**src/rtl/rr_arbiter_8.sv**
```systemverilog
// rr_arbiter_8: eight-requester round-robin arbiter with a registered one-hot grant.
//
// Ports:
//   clk      rising-edge clock
//   rst_n    asynchronous active-low reset
//   req      per-client request, bit k = client k wants the resource
//   rel      release strobe from the current grantee (ignored while idle)
//   gnt      one-hot grant, all-zero when idle
//   gnt_id   binary index of the granted client, 0 when idle
//   gnt_vld  high whenever gnt is non-zero
//   tmo      one-cycle pulse after a forced revoke
//
// Optional feature: define ARB_TIMEOUT_EN to revoke a grant after MAX_HOLD cycles.
// Without it, MAX_HOLD is only range-checked and tmo is constant 0.
module rr_arbiter_8 #(
    parameter int unsigned MAX_HOLD = 16
) (
    input  logic       clk,
    input  logic       rst_n,
    input  logic [7:0] req,
    input  logic       rel,
    output logic [7:0] gnt,
    output logic [2:0] gnt_id,
    output logic       gnt_vld,
    output logic       tmo
);

    localparam int unsigned NumReq = 8;
    localparam int unsigned IdW    = 3;
    localparam int unsigned CntW   = 8;

    // Reject hold limits the 8-bit counter cannot represent.
    if (MAX_HOLD < 2 || MAX_HOLD > 255) begin : g_bad_max_hold
        $error("rr_arbiter_8: MAX_HOLD must be in 2..255");
    end

    typedef enum logic {
        IDLE = 1'b0,
        BUSY = 1'b1
    } state_e;

    state_e              state_q, state_d;
    logic [IdW-1:0]      ptr_q, ptr_d;
    logic [NumReq-1:0]   gnt_q, gnt_d;
    logic [IdW-1:0]      gnt_id_q, gnt_id_d;
    logic                gnt_vld_q, gnt_vld_d;
    logic                tmo_q, tmo_d;
    logic                tmo_hit;

`ifdef ARB_TIMEOUT_EN
    logic [CntW-1:0]     cnt_q, cnt_d;

    // Owner has used its full allowance once the counter reaches MAX_HOLD-1.
    assign tmo_hit = (state_q == BUSY) && (cnt_q == CntW'(MAX_HOLD - 1));
`else
    assign tmo_hit = 1'b0;
`endif

    // Round-robin search from ptr_q; the lowest offset with a set request wins.
    logic              win_vld;
    logic [IdW-1:0]    win_id;
    logic [IdW-1:0]    cand;

    always_comb begin
        win_vld = 1'b0;
        win_id  = '0;
        cand    = '0;
        for (int i = NumReq - 1; i >= 0; i--) begin
            cand = ptr_q + IdW'(i);
            if (req[cand]) begin
                win_vld = 1'b1;
                win_id  = cand;
            end
        end
    end

    // Ownership ends on release, owner dropping its request, or timeout.
    logic end_evt;
    assign end_evt = (state_q == BUSY) && (rel || !req[gnt_id_q] || tmo_hit);

    // Next-state and output logic.
    always_comb begin
        state_d   = state_q;
        ptr_d     = ptr_q;
        gnt_d     = gnt_q;
        gnt_id_d  = gnt_id_q;
        gnt_vld_d = gnt_vld_q;
        tmo_d     = 1'b0;
`ifdef ARB_TIMEOUT_EN
        cnt_d     = cnt_q;
`endif
        if (state_q == IDLE || end_evt) begin
            if (win_vld) begin
                state_d   = BUSY;
                ptr_d     = win_id + IdW'(1);
                gnt_d     = NumReq'(1) << win_id;
                gnt_id_d  = win_id;
                gnt_vld_d = 1'b1;
`ifdef ARB_TIMEOUT_EN
                cnt_d     = '0;
`endif
            end else begin
                state_d   = IDLE;
                gnt_d     = '0;
                gnt_id_d  = '0;
                gnt_vld_d = 1'b0;
`ifdef ARB_TIMEOUT_EN
                cnt_d     = '0;
`endif
            end
            // A release coinciding with the timeout is an ordinary release.
            tmo_d = tmo_hit && !rel && req[gnt_id_q];
        end else begin
`ifdef ARB_TIMEOUT_EN
            cnt_d = cnt_q + CntW'(1);
`endif
        end
    end

    // State and output registers.
    always_ff @(posedge clk or negedge rst_n) begin
        if (!rst_n) begin
            state_q   <= IDLE;
            ptr_q     <= '0;
            gnt_q     <= '0;
            gnt_id_q  <= '0;
            gnt_vld_q <= 1'b0;
            tmo_q     <= 1'b0;
`ifdef ARB_TIMEOUT_EN
            cnt_q     <= '0;
`endif
        end else begin
            state_q   <= state_d;
            ptr_q     <= ptr_d;
            gnt_q     <= gnt_d;
            gnt_id_q  <= gnt_id_d;
            gnt_vld_q <= gnt_vld_d;
            tmo_q     <= tmo_d;
`ifdef ARB_TIMEOUT_EN
            cnt_q     <= cnt_d;
`endif
        end
    end

    assign gnt     = gnt_q;
    assign gnt_id  = gnt_id_q;
    assign gnt_vld = gnt_vld_q;
    assign tmo     = tmo_q;

endmodule

```
**config.mk**
```make
export PLATFORM = sky130hd
export DESIGN_NAME = rr_arbiter_8
export DESIGN_NICKNAME = d
export VERILOG_FILES = /design/src/rtl/rr_arbiter_8.sv
export SDC_FILE = /design/constraint.sdc
export NUM_CORES = 1
export LEC_CHECK = 0
export CORE_MARGIN = 3
export CORE_UTILIZATION = 54
export DETAILED_ROUTE_END_ITERATION = 10
export GPL_TIMING_DRIVEN = 0
export PLACE_DENSITY = 0.89
export SETUP_SLACK_MARGIN = 0.3
export SLEW_MARGIN = 20
export SYNTH_ARGS = -nofsm -noshare
export SYNTH_HDL_FRONTEND = slang
export SYNTH_SLANG_ARGS = --single-unit
```
**constraint.sdc**
```tcl
create_clock -name clk -period 4.1 [get_ports clk]
set_input_delay 0.615 -clock clk [delete_from_list [all_inputs] [get_ports clk]]
set_output_delay 0.615 -clock clk [all_outputs]
set_load 0.02 [all_outputs]
```
==> run summary, run 1 <==
=================================================================================
Largest incremental delay on the critical path                            0.41 ns
Number of synthesized flops with an enable pin                                  0
Part of the Yosys area used for sequential elements                         24.1%
Filler Cells Inserted                                                         206
Number of DRC markers in iteration 0                                          113
Final Skew                                                             0.00534 ns
Startpoint of the most critical setup path                           ptr_q[0]$_DFFE_PN0P_
RSZ-0062 raised after global routing                                           no
Number of remaining DRC errors                                                  0
Resize count post-CTS                                                           0
Area growth from synthesis to layout                                        18.2%
Biggest area consumer among synthesized cells                        sky130_fd_sc_hd__dfrtp_1
Combined global-route utilization of all metal layers                       25.0%
Antenna-violating nets left                                                     0
Top Family by Delay on Critical Path                                 multiplexers
Antenna Diode Count                                                             0
Placement Rows                                                                 18
Rel. slew slack                                                             57.7%
Number of nets produced by synthesis                                          163
Average via count per standard cell                                          6.73
Worst Hold Class                                                       reg -> reg
Synth top area cells                                                 sky130_fd_sc_hd__dfrtp_1 (24%), sky130_fd_sc_hd__mux4_2 (14%), sky130_fd_sc_hd__mux2i_1 (7.1%)
Post-detail-place hpwl                                                    3160 um
Vias in the first global route                                               1358
Uppermost signal routing layer after detailed routing                        met4
Number of buffers inserted during clock tree synthesis                          3
Cell Area, Placed                                                       1820 um^2
Critical path data required time                                          4.29 ns
Cts hold-fix bufs                                                               0
Share of synthesized registers carrying an async set or reset                100%
Critical Path Source Type                                                register
DIE HEIGHT                                                                59.8 um
Clock tree from TritonCTS                                                   built
Detailed-routing wirelength on met1                                       1740 um
Actual slew at the worst max-slew pin                                    0.632 ns
Effective utilization at floorplan                                          59.7%
Number of nets in the final layout                                            190
Main combinational cell family by area after synthesis               multiplexers
Register clock-pin slew on the reported worst setup and hold paths        0.09 ns
Critical path capture point                                          ptr_q[2]$_DFFE_PN0P_
Post-Syn Instances                                                            149
Sort of element at the end of the critical path                          register
Post-CTS setup-driven buffer insertion count                                    0
Critical setup path kind                                               reg -> reg
Wire length per cell after detailed routing                               19.2 um
Clock net sink count                                                           15
Share of the synthesized area in the top cell type                          24.1%
Reg2Reg Setup Slack                                                       0.70 ns
Clock Root Buffer                                                    sky130_fd_sc_hd__clkbuf_4
Number of I/O pins                                                             24
Area inside the core boundary                                           2610 um^2
Crit-path slowest cell                                               sky130_fd_sc_hd__mux2i_1
Fraction of layout cells with a size suffix above 1                         21.1%
Mean post-synth cell area                                               10.5 um^2
Clock insertion delay at the later pin of the skew report                 0.29 ns
Proportion of synthesized area in mux cells                                 29.4%
Wire length of the first global-routing pass                              6690 um
Placer Congestion                                                           0.915
Maximum achievable frequency                                              294 MHz
Met2 routed WL                                                            1910 um
Yosys reg bits                                                                 15
Cell breakdown of the critical path                                  buf_6 > buf_12 > inv_1 > ha_1 > buf_2 > mux4_2 > mux2i_1 > nor3_1 > a21oi_1 > inv_1 > nor3_2 > ha_1 > nand2_1 > nand2_1
Post-Syn Area                                                           1560 um^2
Endpoint arrival time on the critical path                                3.60 ns
Overall die area                                                        3570 um^2
Final critical delay including setup and external delays                  3.40 ns
Non-Filler Cell Area, Final                                             1840 um^2
Adder-Cell Fraction of Synth Area                                           2.41%
Vias                                                                         1380
Detailed-routing iteration count for the pre-antenna-repair pass                4
Maximum fanout along the worst path                                            10
End of the worst register-to-register path                           ptr_q[2]$_DFFE_PN0P_
Final wirelength                                                          3940 um
Die span in x                                                             59.8 um
Clock H-tree levels                                                             1
Met3 wire length                                                           211 um
Final count of pins violating max slew                                          0
Storage element area                                                     375 um^2
Count of input and output buffers                                              22
Period utilisation layout                                                   83.0%
Startpoint of the lowest-slack register-to-register path             ptr_q[0]$_DFFE_PN0P_
Ranking of synthesized cells by instance count                       sky130_fd_sc_hd__dfrtp_1 (15), sky130_fd_sc_hd__nand2_1 (14), sky130_fd_sc_hd__mux2i_1 (11)
Combined buffer and inverter count along the critical path                      5
Worst r2r path cells                                                           14
Compound-Gate Fraction of Synth Area                                        22.6%
Prevailing post-synth register cell                                  sky130_fd_sc_hd__dfrtp_1
Buffer levels on the longest clock path                                         2
Most common cell in the netlist                                      sky130_fd_sc_hd__dfrtp_1
Distinct cell type count after synthesis                                       52
Run status                                                              completed
Setup TNS                                                                    0 ns
Count of maximum capacitance violations                                         0
Multi-input combinational cell area                                     1090 um^2
Area share of and/or/nand/nor cells after synthesis                         12.8%
Hold Violations, Final                                                          0
Final setup violation count                                                     0
Total overflow reported by the global router                                    0
Crit. path cell count                                                          14
Warnings from Yosys                                                             0
Post-synthesis xor/xnor area fraction                                       2.25%
Maximum number of pins on one net before global-route repair                   16
Initial antenna violation count                                                 0
=================================================================================
-- area by class of cell --
class                           instances  share of cell area (%)
Clock buffer                            4                    1.42
Buffer                                  8                    3.66
Multi-Input combinational cell        118                    59.0
Timing Repair Buffer                   22                    11.9
Tap cell                               30                    2.04
Sequential cell                        15                    20.4
Inverter                                8                    1.63
-- worst min-delay path, stage by stage (launching register included) --
cell and delay, ns:
sky130_fd_sc_hd__dfrtp_1 0.36, sky130_fd_sc_hd__nand2_1 0.06, sky130_fd_sc_hd__o31ai_1 0.06
-- worst min-delay path by stage --
| stage | startpoint | to | slack (ns) | cells after the start |
|---|---|---|---|---|
| 2_1_floorplan | rst_n | gnt[0]$_DFFE_PN0N_ | 0.32 | 0 |
| 3_3_place_gp | gnt[3]$_DFFE_PN0N_ | gnt[3]$_DFFE_PN0N_ | 0.46 | 2 |
| 3_5_place_dp | gnt[5]$_DFFE_PN0N_ | gnt[5]$_DFFE_PN0N_ | 0.48 | 1 |
| 4_1_cts | gnt[1]$_DFFE_PN0N_ | gnt[1]$_DFFE_PN0N_ | 0.50 | 2 |
| 5_1_grt | gnt[2]$_DFFE_PN0N_ | gnt[2]$_DFFE_PN0N_ | 0.54 | 2 |
| 6_report | gnt[1]$_DFFE_PN0N_ | gnt[1]$_DFFE_PN0N_ | 0.50 | 2 |
-- state kept, by name, indices dropped and copies added (netlist names) --
register,count
gnt_vld,1
gnt,8
ptr_q,3
gnt_id,3
-- per-layer routing --
layer / track usage (%) / up-vias
met2: 38.9 / 59
met5: 0 / -
li1: - / 629
met4: 7.28 / 0
met1: 34.8 / 684
met3: 5.40 / 8
-- kinds of logic after synthesis --
family	count (synthesis)
AOI/OAI and AO/OA	43
xor gates and xnor gates	4
adders and majority gates	3
buffers and inverters	16
DFF	15
muxes	30
other	1
and+or+nand+nor	37
-- layout by cell type, fill, tap and decap left out, types with 4 or more instances in the layout --
cell / count
sky130_fd_sc_hd__a21oi_1: 7
sky130_fd_sc_hd__mux2_2: 4
sky130_fd_sc_hd__inv_1: 8
sky130_fd_sc_hd__mux4_2: 10
sky130_fd_sc_hd__dfrtp_1: 15
sky130_fd_sc_hd__nor3_1: 4
sky130_fd_sc_hd__nand2b_1: 5
sky130_fd_sc_hd__nand2_1: 14
sky130_fd_sc_hd__clkdlybuf4s50_1: 22
sky130_fd_sc_hd__mux2i_1: 11
-- through the flow --
stage / worst slack [ns] / utilization [%] / hold WS [ns] / cells
6_report: 0.696 / 70.6 / 0.499 / 205
5_1_grt: 0.475 / 70.6 / 0.537 / 205
4_1_cts: 0.751 / 70.6 / 0.501 / 205
3_5_place_dp: 0.774 / 69.6 / 0.482 / 201
3_3_place_gp: 0.794 / 69.6 / 0.462 / 201
2_1_floorplan: 1.22 / - / 0.319 / 149
Power of run 1 is not shown: default switching activity piles up to over one toggle a cycle in this logic, so the estimate is an artifact.
==> inputs of run 2 (changes only) <==
==> constraint.sdc (replaced) <==
create_clock -name clk -period 3.4 [get_ports clk]
set_input_delay 0.51 -clock clk [delete_from_list [all_inputs] [get_ports clk]]
set_output_delay 0.51 -clock clk [all_outputs]
set_load 0.02 [all_outputs]
==> run summary, run 2 (synthesis gave the netlist of run 1 again) <==
=================================================================================
Clock H-tree levels                                                             1
Vias                                                                         1422
Worst Hold Class                                                       reg -> reg
Endpoint arrival time on the critical path                                3.19 ns
Final count of pins violating max slew                                          0
Placer Congestion                                                           0.915
Combined buffer and inverter count along the critical path                      4
Highest-utilization routing layer at the global route stage                  met2
Combined global-route utilization of all metal layers                       25.5%
Final Skew                                                             0.00726 ns
RSZ-0062 raised after global routing                                           no
Clock net sink count                                                           15
Vias in the first global route                                               1376
Buffer levels on the longest clock path                                         2
Worst path most repeated cell                                        sky130_fd_sc_hd__buf_6
Setup TNS                                                                    0 ns
Fraction of layout cells with a size suffix above 1                         29.0%
DIE HEIGHT                                                                59.8 um
Most frequent cells in the layout                                    sky130_fd_sc_hd__clkdlybuf4s50_1 (22), sky130_fd_sc_hd__dfrtp_1 (15), sky130_fd_sc_hd__nand2_1 (14)
Number of buffers inserted during clock tree synthesis                          3
Cell breakdown of the critical path                                  buf_6 > buf_12 > clkinvlp_4 > ha_4 > buf_6 > mux4_2 > a22oi_2 > o221ai_2 > a31oi_1 > a2bb2oi_2 > nor2_4 > ha_1 > a22o_1
Total overflow reported by the global router                                    0
Cts hold-fix bufs                                                               0
Overall die area                                                        3570 um^2
Largest incremental delay on the critical path                            0.38 ns
Wire length per cell after detailed routing                               19.4 um
Post-detail-place hpwl                                                    3160 um
Count of maximum capacitance violations                                         0
Placement Rows                                                                 18
Clock Root Buffer                                                    sky130_fd_sc_hd__clkbuf_4
Number of I/O pins                                                             24
Maximum number of pins on one net before global-route repair                   16
Rel. slew slack                                                             57.6%
Period utilisation layout                                                   88.4%
Crit-path slowest cell                                               sky130_fd_sc_hd__dfrtp_1
Final setup violation count                                                     0
Sort of element at the end of the critical path                          register
Area growth from synthesis to layout                                        26.1%
Register clock-pin slew on the reported worst setup and hold paths        0.09 ns
Met1 routing resource usage after global routing                            35.5%
Number of DRC markers in iteration 0                                           99
Clock tree from TritonCTS                                                   built
Wire length of the first global-routing pass                              6810 um
Critical setup path kind                                               reg -> reg
Top Family by Delay on Critical Path                                 compound AO/OA/AOI/OAI gates
Die span in x                                                             59.8 um
Run status                                                              completed
Maximum achievable frequency                                              333 MHz
Final wirelength                                                          4140 um
Number of remaining DRC errors                                                  0
Initial antenna violation count                                                 0
Filler Cells Inserted                                                         198
Count of input and output buffers                                              22
Critical Path Source Type                                                register
Number of nets in the final layout                                            198
Average via count per standard cell                                          6.68
Met3 Use GR                                                                 5.18%
Most common library cell in the layout ignoring fill and taps        sky130_fd_sc_hd__clkdlybuf4s50_1
Effective utilization at floorplan                                          59.7%
Actual slew at the worst max-slew pin                                    0.635 ns
Clock insertion delay at the later pin of the skew report                 0.30 ns
Antenna-violating nets left                                                     0
Maximum fanout along the worst path                                            10
Critical path data required time                                          3.59 ns
Number of flip-flops in the largest register                                    8
Area inside the core boundary                                           2610 um^2
Antenna Diode Count                                                             0
Met2 layer usage reported by global route                                   40.1%
Final critical delay including setup and external delays                  3.00 ns
Hold Violations, Final                                                          0
Detailed-routing iteration count for the pre-antenna-repair pass                4
=================================================================================
[run 2: per-layer routing]
metal	wire [um]	up-vias
li1	-	653
met1	1770	703
met2	2100	58
met3	196	8
met4	81	0
met5	0	-
[run 2: worst paths after layout]
path	cells past startpoint	startpoint	slack, ns	end
worst max-delay path	13	ptr_q[0]$_DFFE_PN0P_	0.40	gnt[7]$_DFFE_PN0N_
worst min-delay path	2	gnt[1]$_DFFE_PN0N_	0.50	gnt[1]$_DFFE_PN0N_
worst max register to register	13	ptr_q[0]$_DFFE_PN0P_	0.40	gnt[7]$_DFFE_PN0N_
worst min register to register	2	gnt[1]$_DFFE_PN0N_	0.50	gnt[1]$_DFFE_PN0N_
max in group asynchronous	1	rst_n	2.39	gnt_id[1]$_DFFE_PN0N_
min in group asynchronous	1	rst_n	0.60	gnt[4]$_DFFE_PN0N_
[run 2: area by class of cell]
cell class,instances,area [um^2],share of cell area (%)
Clock buffer,4,26.3,1.34
Tap cell,30,37.5,1.91
Sequential cell,15,375,19.1
Multi-Input combinational cell,118,1140,58.0
Timing Repair Buffer,30,280,14.2
Inverter,8,33.8,1.72
Buffer,8,73.8,3.75
[run 2: timing repair]
action | CTS | global route
endpoints found under the setup margin | 7 | 4
buffers inserted | 3 | 5
endpoints found under the hold margin | 0 | 0
gates resized for setup | 4 | 8
pin swaps | 0 | 1
[run 2: stage by stage]
step | utilization (%) | cell area [um^2] | hold WS (ns) | setup slack, ns | cells
6_report | 75.3 | 1970 | 0.498 | 0.395 | 213
2_1_floorplan | - | 1560 | 0.214 | 0.521 | 149
3_5_place_dp | 69.6 | 1820 | 0.482 | 0.0742 | 201
4_1_cts | 72.0 | 1880 | 0.501 | 0.327 | 208
5_1_grt | 75.3 | 1970 | 0.537 | 0.271 | 213
3_3_place_gp | 69.6 | 1820 | 0.462 | 0.0944 | 201
[run 2: worst register-to-register path, cell delays in order, from the launching register on]
cell,delay (ns)
sky130_fd_sc_hd__dfrtp_1,0.38
sky130_fd_sc_hd__buf_6,0.13
sky130_fd_sc_hd__buf_12,0.14
sky130_fd_sc_hd__clkinvlp_4,0.14
sky130_fd_sc_hd__ha_4,0.29
sky130_fd_sc_hd__buf_6,0.13
sky130_fd_sc_hd__mux4_2,0.37
sky130_fd_sc_hd__a22oi_2,0.23
sky130_fd_sc_hd__o221ai_2,0.12
sky130_fd_sc_hd__a31oi_1,0.19
sky130_fd_sc_hd__a2bb2oi_2,0.24
sky130_fd_sc_hd__nor2_4,0.10
sky130_fd_sc_hd__ha_1,0.23
sky130_fd_sc_hd__a22o_1,0.20
Power of run 2 is left out for the same reason.
==> inputs of run 3 (changes only) <==
--- a/config.mk
+++ b/config.mk
@@ -9,7 +9,7 @@
 export CORE_UTILIZATION = 54
 export DETAILED_ROUTE_END_ITERATION = 10
 export GPL_TIMING_DRIVEN = 0
-export PLACE_DENSITY = 0.89
+export PLACE_DENSITY = 0.8
 export SETUP_SLACK_MARGIN = 0.3
 export SLEW_MARGIN = 20
 export SYNTH_ARGS = -nofsm -noshare
==> run summary, run 3 (synthesis gave the netlist of run 1 again) <==
=================================================================================
DIE HEIGHT                                                                59.8 um
Post-detail-place hpwl                                                    2970 um
Top Family by Delay on Critical Path                                 compound AO/OA/AOI/OAI gates
Maximum fanout along the worst path                                            10
Run status                                                              completed
Number of remaining DRC errors                                                  0
Placement Rows                                                                 18
Crit. path cell count                                                          14
Cts hold-fix bufs                                                               0
Startpoint of the lowest-slack register-to-register path             ptr_q[0]$_DFFE_PN0P_
Most common library cell in the layout ignoring fill and taps        sky130_fd_sc_hd__clkdlybuf4s50_1
Startpoint of the most critical setup path                           ptr_q[0]$_DFFE_PN0P_
Vias                                                                         1375
Actual slew at the worst max-slew pin                                    0.667 ns
Overall die area                                                        3570 um^2
Die span in x                                                             59.8 um
Wire length per cell after detailed routing                               18.3 um
Reg2Reg Setup Slack                                                       0.45 ns
Critical path data required time                                          3.59 ns
Area inside the core boundary                                           2610 um^2
Final wirelength                                                          3910 um
Wire length of the first global-routing pass                              6520 um
Cell breakdown of the critical path                                  buf_8 > buf_12 > inv_1 > ha_4 > buf_6 > mux4_2 > a22oi_2 > o221ai_1 > a31oi_1 > a2bb2oi_2 > nor2_4 > ha_1 > nand2_1 > nand2_1
Clock H-tree levels                                                             1
Met1 routing resource usage after global routing                            37.2%
Antenna Diode Count                                                             0
Clock insertion delay at the later pin of the skew report                 0.30 ns
Final count of pins violating max slew                                          0
Met3 Use GR                                                                 4.97%
Worst r2r path cells                                                           14
Number of flip-flops in the largest register                                    8
Clock net sink count                                                           15
Final critical delay including setup and external delays                  2.95 ns
Average via count per standard cell                                          6.43
Clock Root Buffer                                                    sky130_fd_sc_hd__clkbuf_4
Crit-path slowest cell                                               sky130_fd_sc_hd__dfrtp_1
Vias in the first global route                                               1313
Final setup violation count                                                     0
Sort of element at the end of the critical path                          register
Highest-utilization routing layer at the global route stage                  met1
Most frequent cells in the layout                                    sky130_fd_sc_hd__clkdlybuf4s50_1 (22), sky130_fd_sc_hd__dfrtp_1 (15), sky130_fd_sc_hd__nand2_1 (14)
Buffer levels on the longest clock path                                         2
Largest incremental delay on the critical path                            0.41 ns
Number of buffers inserted during clock tree synthesis                          3
Critical path capture point                                          ptr_q[2]$_DFFE_PN0P_
Total overflow reported by the global router                                    0
Count of maximum capacitance violations                                         0
Worst Hold Class                                                       reg -> reg
Combined buffer and inverter count along the critical path                      4
Register clock-pin slew on the reported worst setup and hold paths        0.08 ns
Count of input and output buffers                                              22
Number of DRC markers in iteration 0                                           68
Maximum number of pins on one net before global-route repair                   16
Fraction of layout cells with a size suffix above 1                         27.7%
Endpoint arrival time on the critical path                                3.13 ns
Detailed-routing iteration count for the pre-antenna-repair pass                4
Worst path most repeated cell                                        sky130_fd_sc_hd__nand2_1
Rel. slew slack                                                             55.4%
Beginning of the worst hold path                                     gnt[0]$_DFFE_PN0N_
Critical Path Source Type                                                register
Initial antenna violation count                                                 0
Number of nets in the final layout                                            199
Final Skew                                                             0.00810 ns
Period utilisation layout                                                   86.7%
Number of I/O pins                                                             24
RSZ-0062 raised after global routing                                           no
End of the worst register-to-register path                           ptr_q[2]$_DFFE_PN0P_
Setup TNS                                                                    0 ns
Placer Congestion                                                           0.905
Combined global-route utilization of all metal layers                       24.3%
Hold Violations, Final                                                          0
Area growth from synthesis to layout                                        25.8%
Effective utilization at floorplan                                          59.7%
Critical setup path kind                                               reg -> reg
Met2 layer usage reported by global route                                   34.9%
Clock tree from TritonCTS                                                   built
Maximum achievable frequency                                              339 MHz
Antenna-violating nets left                                                     0
=================================================================================
==> run 3: how the worst min path moves through the flow <==
stage	end	slack, ns	cells after the start
3_5_place_dp	gnt[0]$_DFFE_PN0N_	0.47	2
5_1_grt	gnt[7]$_DFFE_PN0N_	0.52	1
3_3_place_gp	gnt[3]$_DFFE_PN0N_	0.46	2
6_report	gnt[0]$_DFFE_PN0N_	0.49	2
4_1_cts	gnt[0]$_DFFE_PN0N_	0.49	2
2_1_floorplan	gnt[0]$_DFFE_PN0N_	0.21	0
==> run 3: final cells by class <==
| cell class | count | area [um^2] |
|---|---|---|
| plain buffers | 8 | 77.6 |
| fillers | 173 | 649 |
| repair buffers | 31 | 288 |
| well taps | 30 | 37.5 |
| flip-flops and latches | 15 | 375 |
| multi-input cells | 118 | 1130 |
| clock buffers | 4 | 26.3 |
| inverters | 8 | 30.0 |
==> run 3: worst reg2reg max path: stages, from the launching register on <==
cell                        delay, ns
sky130_fd_sc_hd__dfrtp_1         0.41
sky130_fd_sc_hd__buf_8           0.15
sky130_fd_sc_hd__buf_12          0.14
sky130_fd_sc_hd__inv_1           0.15
sky130_fd_sc_hd__ha_4            0.23
sky130_fd_sc_hd__buf_6           0.14
sky130_fd_sc_hd__mux4_2          0.36
sky130_fd_sc_hd__a22oi_2         0.20
sky130_fd_sc_hd__o221ai_1        0.13
sky130_fd_sc_hd__a31oi_1         0.21
sky130_fd_sc_hd__a2bb2oi_2       0.22
sky130_fd_sc_hd__nor2_4          0.09
sky130_fd_sc_hd__ha_1            0.31
sky130_fd_sc_hd__nand2_1         0.06
sky130_fd_sc_hd__nand2_1         0.05
==> run 3: what timing repair did <==
| item | 4_1_cts | 5_1_grt |
|---|---|---|
| pin swaps | 0 | 1 |
| resized for setup | 3 | 6 |
| setup endpoints to repair | 2 | 7 |
| setup buffers | 1 | 8 |
==> run 3: stage by stage <==
| step | setup WS [ns] | area [um^2] | cells | hold slack [ns] | utilization (%) |
|---|---|---|---|---|---|
| floorplan | 0.521 | 1560 | 149 | 0.214 | - |
| global placement | 0.126 | 1820 | 201 | 0.459 | 69.6 |
| detailed placement | 0.122 | 1820 | 201 | 0.473 | 69.6 |
| CTS | 0.313 | 1860 | 206 | 0.492 | 71.3 |
| global route | 0.285 | 1960 | 214 | 0.523 | 75.1 |
| finish | 0.452 | 1960 | 214 | 0.491 | 75.1 |
==> run 3: layer usage <==
| metal | part of all wire [%] | up-vias |
|---|---|---|
| met3 | 5.2 | 6 |
| met4 | 1.2 | 0 |
| li1 | - | 643 |
| met5 | 0 | - |
| met1 | 47 | 677 |
| met2 | 47 | 49 |
Power of run 3 is left out for the same reason.
